--- config.mk ---
export PLATFORM = sky130hd
export DESIGN_NAME = load_store_unit_flat
export DESIGN_NICKNAME = d
export VERILOG_FILES = /design/src/rtl/lsu_pkg.sv /design/src/rtl/lsu_if.sv /design/src/rtl/lsu_align.sv /design/src/rtl/load_store_unit.sv /design/src/flat_wrapper.sv
export SDC_FILE = /design/constraint.sdc
export NUM_CORES = 1
export LEC_CHECK = 0
export CAP_MARGIN = 20
export CORE_UTILIZATION = 36
export CTS_CLUSTER_SIZE = 28
export DETAILED_ROUTE_END_ITERATION = 16
export GPL_ROUTABILITY_DRIVEN = 0
export HOLD_SLACK_MARGIN = 0.05
export PLACE_DENSITY = 0.68
export REMOVE_ABC_BUFFERS = 1
export SLEW_MARGIN = 5
export SYNTH_ARGS = -nofsm -noshare
export SYNTH_HDL_FRONTEND = slang
export SYNTH_SLANG_ARGS = --single-unit
--- constraint.sdc ---
create_clock -name clk -period 4.37 [get_ports clk]
set_input_delay 0.6555 -clock clk [delete_from_list [all_inputs] [get_ports clk]]
set_output_delay 0.6555 -clock clk [all_outputs]
set_load 0.02 [all_outputs]
--- src/rtl/lsu_pkg.sv ---
// Shared types and constants for the load/store unit: FSM states, funct3 codes,
// timeout default and the access legality rule used at issue time.
package lsu_pkg;

  typedef enum logic [1:0] {IDLE, REQ, DONE, ERR} lsu_state_e;

  localparam logic [2:0] F3_B  = 3'b000;
  localparam logic [2:0] F3_H  = 3'b001;
  localparam logic [2:0] F3_W  = 3'b010;
  localparam logic [2:0] F3_BU = 3'b100;
  localparam logic [2:0] F3_HU = 3'b101;

  localparam int TIMEOUT_DEFAULT = 255;

  // Unsigned loads have no store counterpart, so BU/HU with a write are illegal.
  function automatic logic access_ok(input logic we, input logic [2:0] mode,
                                     input logic [1:0] off);
    logic ok;
    case (mode)
      F3_B:    ok = 1'b1;
      F3_BU:   ok = !we;
      F3_H:    ok = !off[0];
      F3_HU:   ok = !we && !off[0];
      F3_W:    ok = (off == 2'b00);
      default: ok = 1'b0;
    endcase
    return ok;
  endfunction

endpackage

--- src/rtl/lsu_if.sv ---
// Memory-side request/response bus of the load/store unit.
interface lsu_if;
  logic        mem_req;
  logic        mem_we;
  logic [31:0] mem_addr;
  logic [3:0]  mem_be;
  logic [31:0] mem_wdata;
  logic        mem_ack;
  logic [31:0] mem_rdata;

  modport master (output mem_req, mem_we, mem_addr, mem_be, mem_wdata,
                  input  mem_ack, mem_rdata);
  modport slave  (input  mem_req, mem_we, mem_addr, mem_be, mem_wdata,
                  output mem_ack, mem_rdata);
endinterface

--- src/rtl/lsu_align.sv ---
// Combinational lane logic: byte enables and store replication from the issuing
// access, load lane select and extension from the latched access.
module lsu_align
  import lsu_pkg::*;
(
  input  logic [2:0]  i_st_mode,
  input  logic [1:0]  i_st_off,
  input  logic [31:0] i_st_data,
  input  logic [2:0]  i_ld_mode,
  input  logic [1:0]  i_ld_off,
  input  logic [31:0] i_ld_word,
  output logic [3:0]  o_be,
  output logic [31:0] o_st_lane,
  output logic [31:0] o_ld_ext
);

  logic [7:0]  w_byte;
  logic [15:0] w_half;

  assign w_byte = i_ld_word[{i_ld_off, 3'b000} +: 8];
  assign w_half = i_ld_off[1] ? i_ld_word[31:16] : i_ld_word[15:0];

  always_comb begin
    o_be      = 4'b0000;
    o_st_lane = i_st_data;
    case (i_st_mode)
      F3_B, F3_BU: begin
        o_be      = 4'b0001 << i_st_off;
        o_st_lane = {4{i_st_data[7:0]}};
      end
      F3_H, F3_HU: begin
        o_be      = 4'b0011 << {i_st_off[1], 1'b0};
        o_st_lane = {2{i_st_data[15:0]}};
      end
      F3_W:    o_be = 4'b1111;
      default: o_be = 4'b0000;
    endcase
  end

  always_comb begin
    case (i_ld_mode)
      F3_B:    o_ld_ext = {{24{w_byte[7]}}, w_byte};
      F3_BU:   o_ld_ext = {24'd0, w_byte};
      F3_H:    o_ld_ext = {{16{w_half[15]}}, w_half};
      F3_HU:   o_ld_ext = {16'd0, w_half};
      default: o_ld_ext = i_ld_word;
    endcase
  end

endmodule

--- src/rtl/load_store_unit.sv ---
// Load/store unit: issues one aligned memory access per start, waits for ack
// with a bounded timeout, and reports completion or fault as one-cycle pulses.
module load_store_unit
  import lsu_pkg::*;
#(
  parameter int TIMEOUT = TIMEOUT_DEFAULT
)(
  input  logic        clk,
  input  logic        rst,
  input  logic        start,
  input  logic        MemRw,
  input  logic [2:0]  LoadStoreMode,
  input  logic [31:0] addr,
  input  logic [31:0] wdata,
  output logic        busy,
  output logic        done,
  output logic [31:0] rdata,
  output logic        fault,
  lsu_if.master       mem
);

  localparam int CW = $clog2(TIMEOUT + 1);

  lsu_state_e  r_state;
  logic [CW-1:0] r_cnt;
  logic        r_we, r_req, r_mem_we, r_done, r_fault;
  logic [2:0]  r_mode;
  logic [1:0]  r_off;
  logic [31:0] r_addr, r_wdata, r_rdata;
  logic [3:0]  r_be;
  logic [3:0]  w_be;
  logic [31:0] w_st_lane, w_ld_ext;

  lsu_align u_align (
    .i_st_mode (LoadStoreMode),
    .i_st_off  (addr[1:0]),
    .i_st_data (wdata),
    .i_ld_mode (r_mode),
    .i_ld_off  (r_off),
    .i_ld_word (mem.mem_rdata),
    .o_be      (w_be),
    .o_st_lane (w_st_lane),
    .o_ld_ext  (w_ld_ext)
  );

  always_ff @(posedge clk or posedge rst) begin
    if (rst) begin
      r_state  <= IDLE;
      r_cnt    <= '0;
      r_we     <= 1'b0;
      r_req    <= 1'b0;
      r_mem_we <= 1'b0;
      r_done   <= 1'b0;
      r_fault  <= 1'b0;
      r_mode   <= F3_B;
      r_off    <= 2'b00;
      r_addr   <= '0;
      r_be     <= '0;
      r_wdata  <= '0;
      r_rdata  <= '0;
    end else begin
      r_done  <= 1'b0;
      r_fault <= 1'b0;
      case (r_state)
        IDLE: if (start) begin
          if (access_ok(MemRw, LoadStoreMode, addr[1:0])) begin
            r_state  <= REQ;
            r_cnt    <= '0;
            r_req    <= 1'b1;
            r_we     <= MemRw;
            r_mem_we <= MemRw;
            r_mode   <= LoadStoreMode;
            r_off    <= addr[1:0];
            r_addr   <= {addr[31:2], 2'b00};
            r_be     <= w_be;
            r_wdata  <= w_st_lane;
          end else begin
            r_state <= ERR;
            r_fault <= 1'b1;
          end
        end
        REQ: if (mem.mem_ack) begin
          r_state  <= DONE;
          r_done   <= 1'b1;
          r_req    <= 1'b0;
          r_mem_we <= 1'b0;
          if (!r_we) r_rdata <= w_ld_ext;
        end else if (r_cnt == CW'(TIMEOUT - 1)) begin
          // This cycle is the TIMEOUT-th unanswered one: give up.
          r_state  <= ERR;
          r_fault  <= 1'b1;
          r_req    <= 1'b0;
          r_mem_we <= 1'b0;
        end else begin
          r_cnt <= r_cnt + CW'(1);
        end
        default: r_state <= IDLE;
      endcase
    end
  end

  assign busy          = (r_state != IDLE) | start;
  assign done          = r_done;
  assign fault         = r_fault;
  assign rdata         = r_rdata;
  assign mem.mem_req   = r_req;
  assign mem.mem_we    = r_mem_we;
  assign mem.mem_addr  = r_addr;
  assign mem.mem_be    = r_be;
  assign mem.mem_wdata = r_wdata;

endmodule

--- src/flat_wrapper.sv ---
// flat-port wrapper written by rule: the top's interface ports become plain ports
module load_store_unit_flat import lsu_pkg::*;
#(
  parameter int TIMEOUT = TIMEOUT_DEFAULT
)
  (clk, rst, start, MemRw, LoadStoreMode, addr, wdata, busy, done, rdata, fault, mem_mem_req, mem_mem_we, mem_mem_addr, mem_mem_be, mem_mem_wdata, mem_mem_ack, mem_mem_rdata);
  lsu_if mem_i ();
  input  logic clk;
  input  logic rst;
  input  logic start;
  input  logic MemRw;
  input  logic [2:0] LoadStoreMode;
  input  logic [31:0] addr;
  input  logic [31:0] wdata;
  output logic busy;
  output logic done;
  output logic [31:0] rdata;
  output logic fault;
  output wire logic [$bits(mem_i.mem_req)-1:0] mem_mem_req;
  output wire logic [$bits(mem_i.mem_we)-1:0] mem_mem_we;
  output wire logic [$bits(mem_i.mem_addr)-1:0] mem_mem_addr;
  output wire logic [$bits(mem_i.mem_be)-1:0] mem_mem_be;
  output wire logic [$bits(mem_i.mem_wdata)-1:0] mem_mem_wdata;
  input wire logic [$bits(mem_i.mem_ack)-1:0] mem_mem_ack;
  input wire logic [$bits(mem_i.mem_rdata)-1:0] mem_mem_rdata;
  assign mem_mem_req = mem_i.mem_req;
  assign mem_mem_we = mem_i.mem_we;
  assign mem_mem_addr = mem_i.mem_addr;
  assign mem_mem_be = mem_i.mem_be;
  assign mem_mem_wdata = mem_i.mem_wdata;
  assign mem_i.mem_ack = mem_mem_ack;
  assign mem_i.mem_rdata = mem_mem_rdata;
  load_store_unit #(.TIMEOUT(TIMEOUT)) u_core (.clk(clk), .rst(rst), .start(start), .MemRw(MemRw), .LoadStoreMode(LoadStoreMode), .addr(addr), .wdata(wdata), .busy(busy), .done(done), .rdata(rdata), .fault(fault), .mem(mem_i));
endmodule
== Word-level counts from Yosys, hierarchy flattened ==
Cells that the tools add are included.
Storage, ports and cells
  register bits: 118
  input port bits: 104
  output and inout port bits: 105
  logic and storage cells: 81
Cells by class
  equality and inequality tests: 14
  bitwise logic cells: 2
  mux-type cells: 32
  add/subtract/negate cells: 1
  reduce and logical (&&, ||, !) cells: 16
  shift operators: 3
Operators by type and width (count)
  one-hot mux 32 bit (4 select lines): 1
  one-hot mux 32 bit (2 select lines): 1
  2-to-1 mux 8 bit: 4
  variable part select 32 x 6 -> 8 bit: 1
  2-to-1 mux 16 bit: 1
  one-hot mux 8 bit (2 select lines): 1
  2-to-1 mux 1 bit: 14
  equality test 3 bit (second input constant): 4
  one-hot mux 4 bit (3 select lines): 1
  adder 8 x 1 -> 8 bit (second input constant): 1
  equality test 8 bit (second input constant): 1
  2-to-1 mux 2 bit: 4
  equality test 3 x 1 -> 1 bit (second input constant): 2
  logical NOT 3 bit: 2
  != test 2 bit (second input constant): 3
  one-hot mux 1 bit (2 select lines): 3
  AND reduction 3 bit: 2
  one-hot mux 1 bit (5 select lines): 1
  AND reduction 5 bit: 1
  logical NOT 2 bit: 2
  one-hot mux 2 bit (2 select lines): 1
  AND reduction 4 bit: 1
  nonzero test 2 bit: 2
  OR reduction 2 bit: 2
  other kinds (11): 12

== Logic depth before layout (Yosys ltp) ==
Gate-level depths: netlist of run 1.
  depth in word-level cells: 8
  mapped depth: 7
  depth with buffers taken out: 6

== Hierarchy ==
A second synthesis of run 1 with hierarchy kept.
Second synthesis, totals
  cells, all modules: 487
  area, all modules: 5905.7 um2
By module, submodules not included
  load_store_unit: instances 1, sequential area each 2952.8 um2, cells each 308, area each 4728.3 um2
  lsu_align: instances 1, sequential area each 0.0 um2, cells each 179, area each 1177.4 um2

== Worst setup path after synthesis of run 1 ==
No wires, ideal clock.
  path type: in2reg
  from: in LoadStoreMode[0]
  to: reg u_core.r_cnt[1]
  path buffers: 1
  cell stages on the path: 5
  data arrival time: 1926 ps
  path slack: 2319 ps
  data required time: 4245 ps
  setup time: 125 ps
  cell sequence: buf_6 -> a221oi_2 -> nor3_2 -> nor3_1 -> mux2_2
On the way
  cells in the longest elaborated chain, start to end: 6
  elaborated cells on any way between the ends: 10
  classes of those cells: 5 x eq/ne; 3 x mux; 2 x reduce/logical
Ends and longest elaborated chain
  start: declaration: line flat_wrapper.sv:12  | input logic [2:0] LoadStoreMode;
  equality test 3 x 2 -> 1 bit, or another cell as far along: line lsu_pkg.sv:19  | case (mode)
  one-hot mux 1 bit (5 select lines) *: line lsu_pkg.sv:19
  2-to-1 mux 1 bit *: line load_store_unit.sv:65  | IDLE: if (start) begin
  2-to-1 mux 1 bit *: line load_store_unit.sv:64  | case (r_state)
  != test 2 x 1 -> 1 bit (no line) *
  AND reduction 5 bit (no line) *
  end signal: assignment: line load_store_unit.sv:95  | r_cnt <= r_cnt + CW'(1);
  end: declaration: line load_store_unit.sv:25  | logic [CW-1:0] r_cnt;
Mark *: on every way between the ends. The rest lies on a longest branch, timed or not. The select of a mux whose other input is x is not followed.
A chain may end at the register's enable or synchronous reset.

== Final worst setup path of run 1 ==
  from: in start
  to: out busy
On the way
  cells in the longest elaborated chain, start to end: 1
Ends and longest elaborated chain
  start: declaration: line flat_wrapper.sv:10  | input logic start;
  bitwise OR 1 bit: line load_store_unit.sv:102  | assign busy = (r_state != IDLE) | start;
  end: declaration: line flat_wrapper.sv:15  | output logic busy;
No other way between the ends.

==> metrics.txt, run 1 <==
antenna violations before repair=0; EDFF count, synth=0; most common cell after layout, fill and taps aside=clkdlybuf4s50_1; gr usage total=19.9%; Max Cap Violations=0; Fill cells=roughly 1300; FFs w/ async S/R, synth=100%; Internal Power=between 3 and 4 mW; Fmax=0.363 GHz; crit path time final=between 2000 and 3000 ps; largest net degree at the start of global routing=roughly 110; global-route wire length before repair=25200 um; Ports=209; vias in the first global route=between 4000 and 5000; clk root buf=clkbuf_16; R2R setup slack=2030 ps; Reg power frac=32.4%; post-route clock period utilization=a little over three fifths; Post-DP HPWL=11300 um; die height=about 130 um; Initial DRC Count=302; Max VDD drop=343 uV; Reg-to-Reg Start=u_core.r_off[1]; DRC=0; Worst R2R End=u_core.rdata[20]; CTS Buf Count=17; Hold EP=u_core.mem.mem_req; #FFs+latches synth=between 100 and 150; largest cells by area after synthesis=dfrtp_1 (51%), mux2_4 (12%), mux2i_1 (5.9%), nand2_1 (4.3%), a21oi_1 (3.2%); Setup TNS Final=0 ps; Final Max Slew Viols=0; synth-to-layout area growth=47.8%; Critical Path, Cell by Cell=clkdlybuf4s50_1 -> or3_1 -> clkdlybuf4s50_1; startpoint types=input port; GR Overflow Total=0; Clk pwr share=21.8%; row count=between 40 and 50; final hold vios=0; mapped cell area=5740 um2; LEAKAGE=3.72 nW; # setup viols final=0; Slew @ Worst Pin=1090 ps; post-synth top area cell=dfrtp_1; Clock H-tree levels=4; CTS tree=done; Die X=approximately 130 um; DRT antenna net count=0; router iterations before antenna repair=4; CP Class=input port to output port; Yosys top cell area share=between 50 and 60%; Critical Path AT=2100 ps; Mean Syn Cell Area=11.0 um2; Worst Hold Depth=1; Worst-path clk slew=50 ps; switching share of power=36.9%; Post-Route Utilization=about 55%; layout cells sized above 1=between 10% and 20%; worst skew pair latency=410 ps; post-CTS sizing=0; CP max stage delay=540 ps; Port-buffer cells=approximately 210; DP Worst Slack=1520 ps; unrepaired setup endpoints after global routing=false; critical path's slowest cell=clkdlybuf4s50_1; Core ar.=15400 um2; Crit path top cell by count=clkdlybuf4s50_1; Netlist cell types=49; Slew headroom=a little over a quarter; Comb power frac=45.8%; routed wire length=~16000 um; initial core utilization=37.4%; worst r2r path cells=4; Worst Hold Launch=u_core.mem.mem_req; Top FF cell, synth=dfrtp_1; die area=around 16000 um2; # hold bufs at CTS=0; clk buf depth=2; CP Capture Type=output port; routed len/inst=16.8 um; Final WS setup=~1600 ps; diode count=0; Max Clock Skew=7.75 ps; synthesized instance count=522; synth warn=0; min-delay worst type=flop to flop; status=completed; Setup Fix Bufs, Post-CTS=0; CP Max Fanout=6; post-synthesis sequential area ratio=51.4%; clock sinks=118; final net count=825; Vias=4735; Worst EP required=around 3700 ps; most frequent cells in the layout=clkdlybuf4s50_1 (206), dfrtp_1 (118), nand2_1 (66); pwr/cell area=734 nW/um2; NetSw=2.30 mW; Via density=5.02
## power by group through the flow
stage | clock (mW) | combinational (mW) | sequential, mW
floorplan | 0 | 0.981 | 2.53
global placement | 0 | 2.82 | 2.01
detailed placement | 0 | 2.86 | 2.02
CTS | 1.38 | 2.87 | 2.02
global route | 1.43 | 3.05 | 2.10
finish | 1.36 | 2.85 | 2.02
## Yosys cell counts, drive strengths merged, types with 3 or more instances
library cell  number
o22ai              8
o21ai             41
nor4              11
nand3              5
nand2b            10
inv                8
clkbuf            14
a221oi             8
mux2i             34
mux2              47
dfrtp            118
nor2              44
nor3               4
nor2b             10
nand2             66
buf               21
a21o               3
o31ai              3
a21oi             37
## layout make-up
type / instances / area, um2 / area share, %
well taps: 211 / 264 / 3.11
repair buffers: 212 / 2120 / 25.0
flip-flops and latches: 118 / 2950 / 34.8
multi-input cells: 361 / 2540 / 29.9
clock buffers: 19 / 443 / 5.22
inverters: 9 / 36.3 / 0.427
clock inverters: 13 / 133 / 1.56
## through the flow
stage | hold WS (ps) | power (mW) | instance area, um2 | instances
finish | 475 | 6.23 | 8490 | 943
global route | 487 | 6.58 | 8490 | 943
CTS | 480 | 6.28 | 8490 | 943
detailed placement | 468 | 4.89 | 7910 | 911
global placement | 460 | 4.83 | 7910 | 911
floorplan | 444 | 3.51 | 5520 | 488
## cell families after synthesis
| family | after synthesis | synth area share [%] |
|---|---|---|
| adders and majority gates | 2 | 0.436 |
| buffers and inverters | 44 | 4.55 |
| and+or+nand+nor | 165 | 13.7 |
| other | 1 | 0.0653 |
| AOI/OAI and AO/OA | 110 | 11.5 |
| DFF | 118 | 51.4 |
| muxes | 82 | 18.4 |
## worst max-delay path by stage
stage | slack [ps] | to | from
final | 1610 | busy | start
after global placement | 1540 | u_core.mem.mem_addr[11] | LoadStoreMode[0]
after detailed placement | 1520 | u_core.mem.mem_addr[3] | LoadStoreMode[0]
after CTS | 1610 | busy | start
after global routing | 1560 | busy | start
after floorplan | 590 | u_core.done | rst
## metal layers
metal | part of all wire (%) | vias to the layer above | wire (um) | global-route usage [%]
li1 | - | 2236 | - | -
met1 | 43 | 2300 | 6810 | 25.0
met2 | 48 | 185 | 7570 | 32.6
met3 | 8.1 | 14 | 1280 | 6.26
met4 | 1.3 | 0 | 205 | 6.30
met5 | 0 | - | 0 | 0
## sequential cells by signal, summed over array words and instances (netlist names)
register              cells
u_core.done               1
u_core.fault              1
u_core.mem.mem_addr      30
u_core.mem.mem_be         4
u_core.mem.mem_req        1
u_core.mem.mem_wdata     32
u_core.mem.mem_we         1
u_core.r_cnt              8
u_core.r_mode             3
u_core.r_off              2
u_core.r_state            2
u_core.r_we               1
u_core.rdata             32
## worst max-delay path, delay by kind of cell
kind | cells | cell delay, ps
AND/OR/NAND/NOR | 1 | 360
buffers and inverters | 2 | 1080
Note: power is estimated with default switching activity, not from simulation.
==> run 2, diff against run 1 <==
==> constraint.sdc (replaced) <==
create_clock -name clk -period 2.6 [get_ports clk]
set_input_delay 0.39 -clock clk [delete_from_list [all_inputs] [get_ports clk]]
set_output_delay 0.39 -clock clk [all_outputs]
set_load 0.02 [all_outputs]
==> metrics.txt, run 2 (synthesis gave the netlist of run 1 again) <==
status=completed; antenna violations before repair=0 (unchanged); post-CTS sizing=0 (unchanged); Fill cells=1293 (-2.2%); die height=128 um (unchanged); CTS Buf Count=17 (unchanged); # hold bufs at CTS=0 (unchanged); Hold WS=427 ps (-47.3 ps); # setup viols final=0 (unchanged); DRT antenna net count=0 (unchanged); final net count=836 (+1.3%); GR Overflow Total=0 (unchanged); Worst-path clk slew=50 ps (about the same); Slew headroom=48.8% (+22 points); Max VDD drop=537 uV (+57%); vias in the first global route=4960 (+2.7%); router iterations before antenna repair=4 (unchanged); gr usage total=20.0% (+0.13 points); min-delay worst type=input port to asynchronous set/reset pin; Clock H-tree levels=4 (unchanged); Post-Route Utilization=56.5% (+1.2 points); DP Worst Slack=173 ps (-1350 ps); startpoint types=input port; Post-Layout Cell Count=954 (+1.2%); global-route wire length before repair=25500 um (+1.1%); CP Class=input port to output port; routed len/inst=17.0 um (+0.83%); most frequent cells in the layout=clkdlybuf4s50_1 (206), dfrtp_1 (118), nand2_1 (66); Fmax=0.447 GHz; routed wire length=16200 um (+2.0%); Port-buffer cells=206 (unchanged); clk root buf=clkbuf_16; crit path time final=2240 ps; CTS tree=done; Inst Count DP=922 (+1.2%); CP Max Fanout=6 (unchanged); diode count=0 (unchanged); Critical Path AT=1850 ps (-250 ps); Worst EP required=2210 ps (-1500 ps); Max Cap Violations=0 (unchanged); LEAKAGE=3.83 nW (+2.9%); clk buf depth=2 (unchanged); Ports=209 (unchanged); Setup Fix Bufs, Post-CTS=0 (unchanged); worst r2r path cells=6 (+2); row count=45 (unchanged); Post-DP HPWL=11600 um (+2.7%); die area=16500 um2 (unchanged); initial core utilization=37.4% (unchanged); DRC=0 (unchanged); worst skew pair latency=410 ps (about the same); Initial DRC Count=371 (+23%); unrepaired setup endpoints after global routing=false; largest net degree at the start of global routing=70 (-35%); Final Max Slew Viols=0 (unchanged); Die X=128 um (unchanged); post-route clock period utilization=86.0%; final hold vios=0 (unchanged); synth-to-layout area growth=51.1%; Final WS setup=365 ps (-1250 ps); Vias=4779 (+0.93%); Via density=5.01 (-0.23%); pwr/cell area=1250 nW/um2 (+71%); most common cell after layout, fill and taps aside=clkdlybuf4s50_1; Core ar.=15400 um2 (unchanged); Slew @ Worst Pin=767 ps (-323 ps); Max Clock Skew=4.28 ps (-3.47 ps); clock sinks=118 (unchanged); layout cells sized above 1=14.0% (+1.0 points); CP Capture Type=output port
[run 2: cell type report]
cell class                 count  area (um2)  area share [%]
sequential                   118        2950            34.0
multi-input combinational    361        2540            29.3
timing repair buffer         223        2230            25.7
clock buffer                  24         492            5.67
tap                          211         264            3.04
clock inverter                 8         168            1.93
inverter                       9        36.3           0.418
[run 2: critical path, cell delays in order]
cell	delay, ps
clkdlybuf4s50_1	540
or3_1	370
clkdlybuf4s50_1	540
[run 2: routing by layer]
layer | vias to the layer above | global-route usage [%] | share of wire (%)
li1 | 2241 | - | -
met1 | 2313 | 24.8 | 42
met2 | 196 | 32.9 | 48
met3 | 29 | 5.30 | 7.9
met4 | 0 | 8.79 | 2.5
met5 | - | 0 | 0
[run 2: power by group]
group	internal (mW)	switching [mW]
Clock	1.80	0.826
Combinational	2.52	2.45
Sequential	2.71	0.578
Total	7.03	3.85
[run 2: path summary, 6_finish.rpt]
path | startpoint | endpoint | slack, ps
max in group asynchronous | rst | u_core.r_cnt[4] | 1480
setup reg to reg | u_core.r_cnt[0] | u_core.r_cnt[1] | 720
hold reg to reg | u_core.mem.mem_wdata[21] | u_core.mem.mem_wdata[21] | 480
hold / removal | rst | u_core.mem.mem_addr[6] | 430
min in group clk | u_core.mem.mem_wdata[21] | u_core.mem.mem_wdata[21] | 480
setup / recovery | start | busy | 360
[run 2: metrics by stage]
| stage | total power [mW] | cell area (um2) | setup TNS [ps] |
|---|---|---|---|
| after floorplan | 5.90 | 5520 | -129180 |
| after global placement | 8.17 | 8020 | 0 |
| after detailed placement | 8.27 | 8020 | 0 |
| after CTS | 11.0 | 8680 | 0 |
| after global routing | 11.4 | 8680 | 0 |
| final | 10.9 | 8680 | 0 |
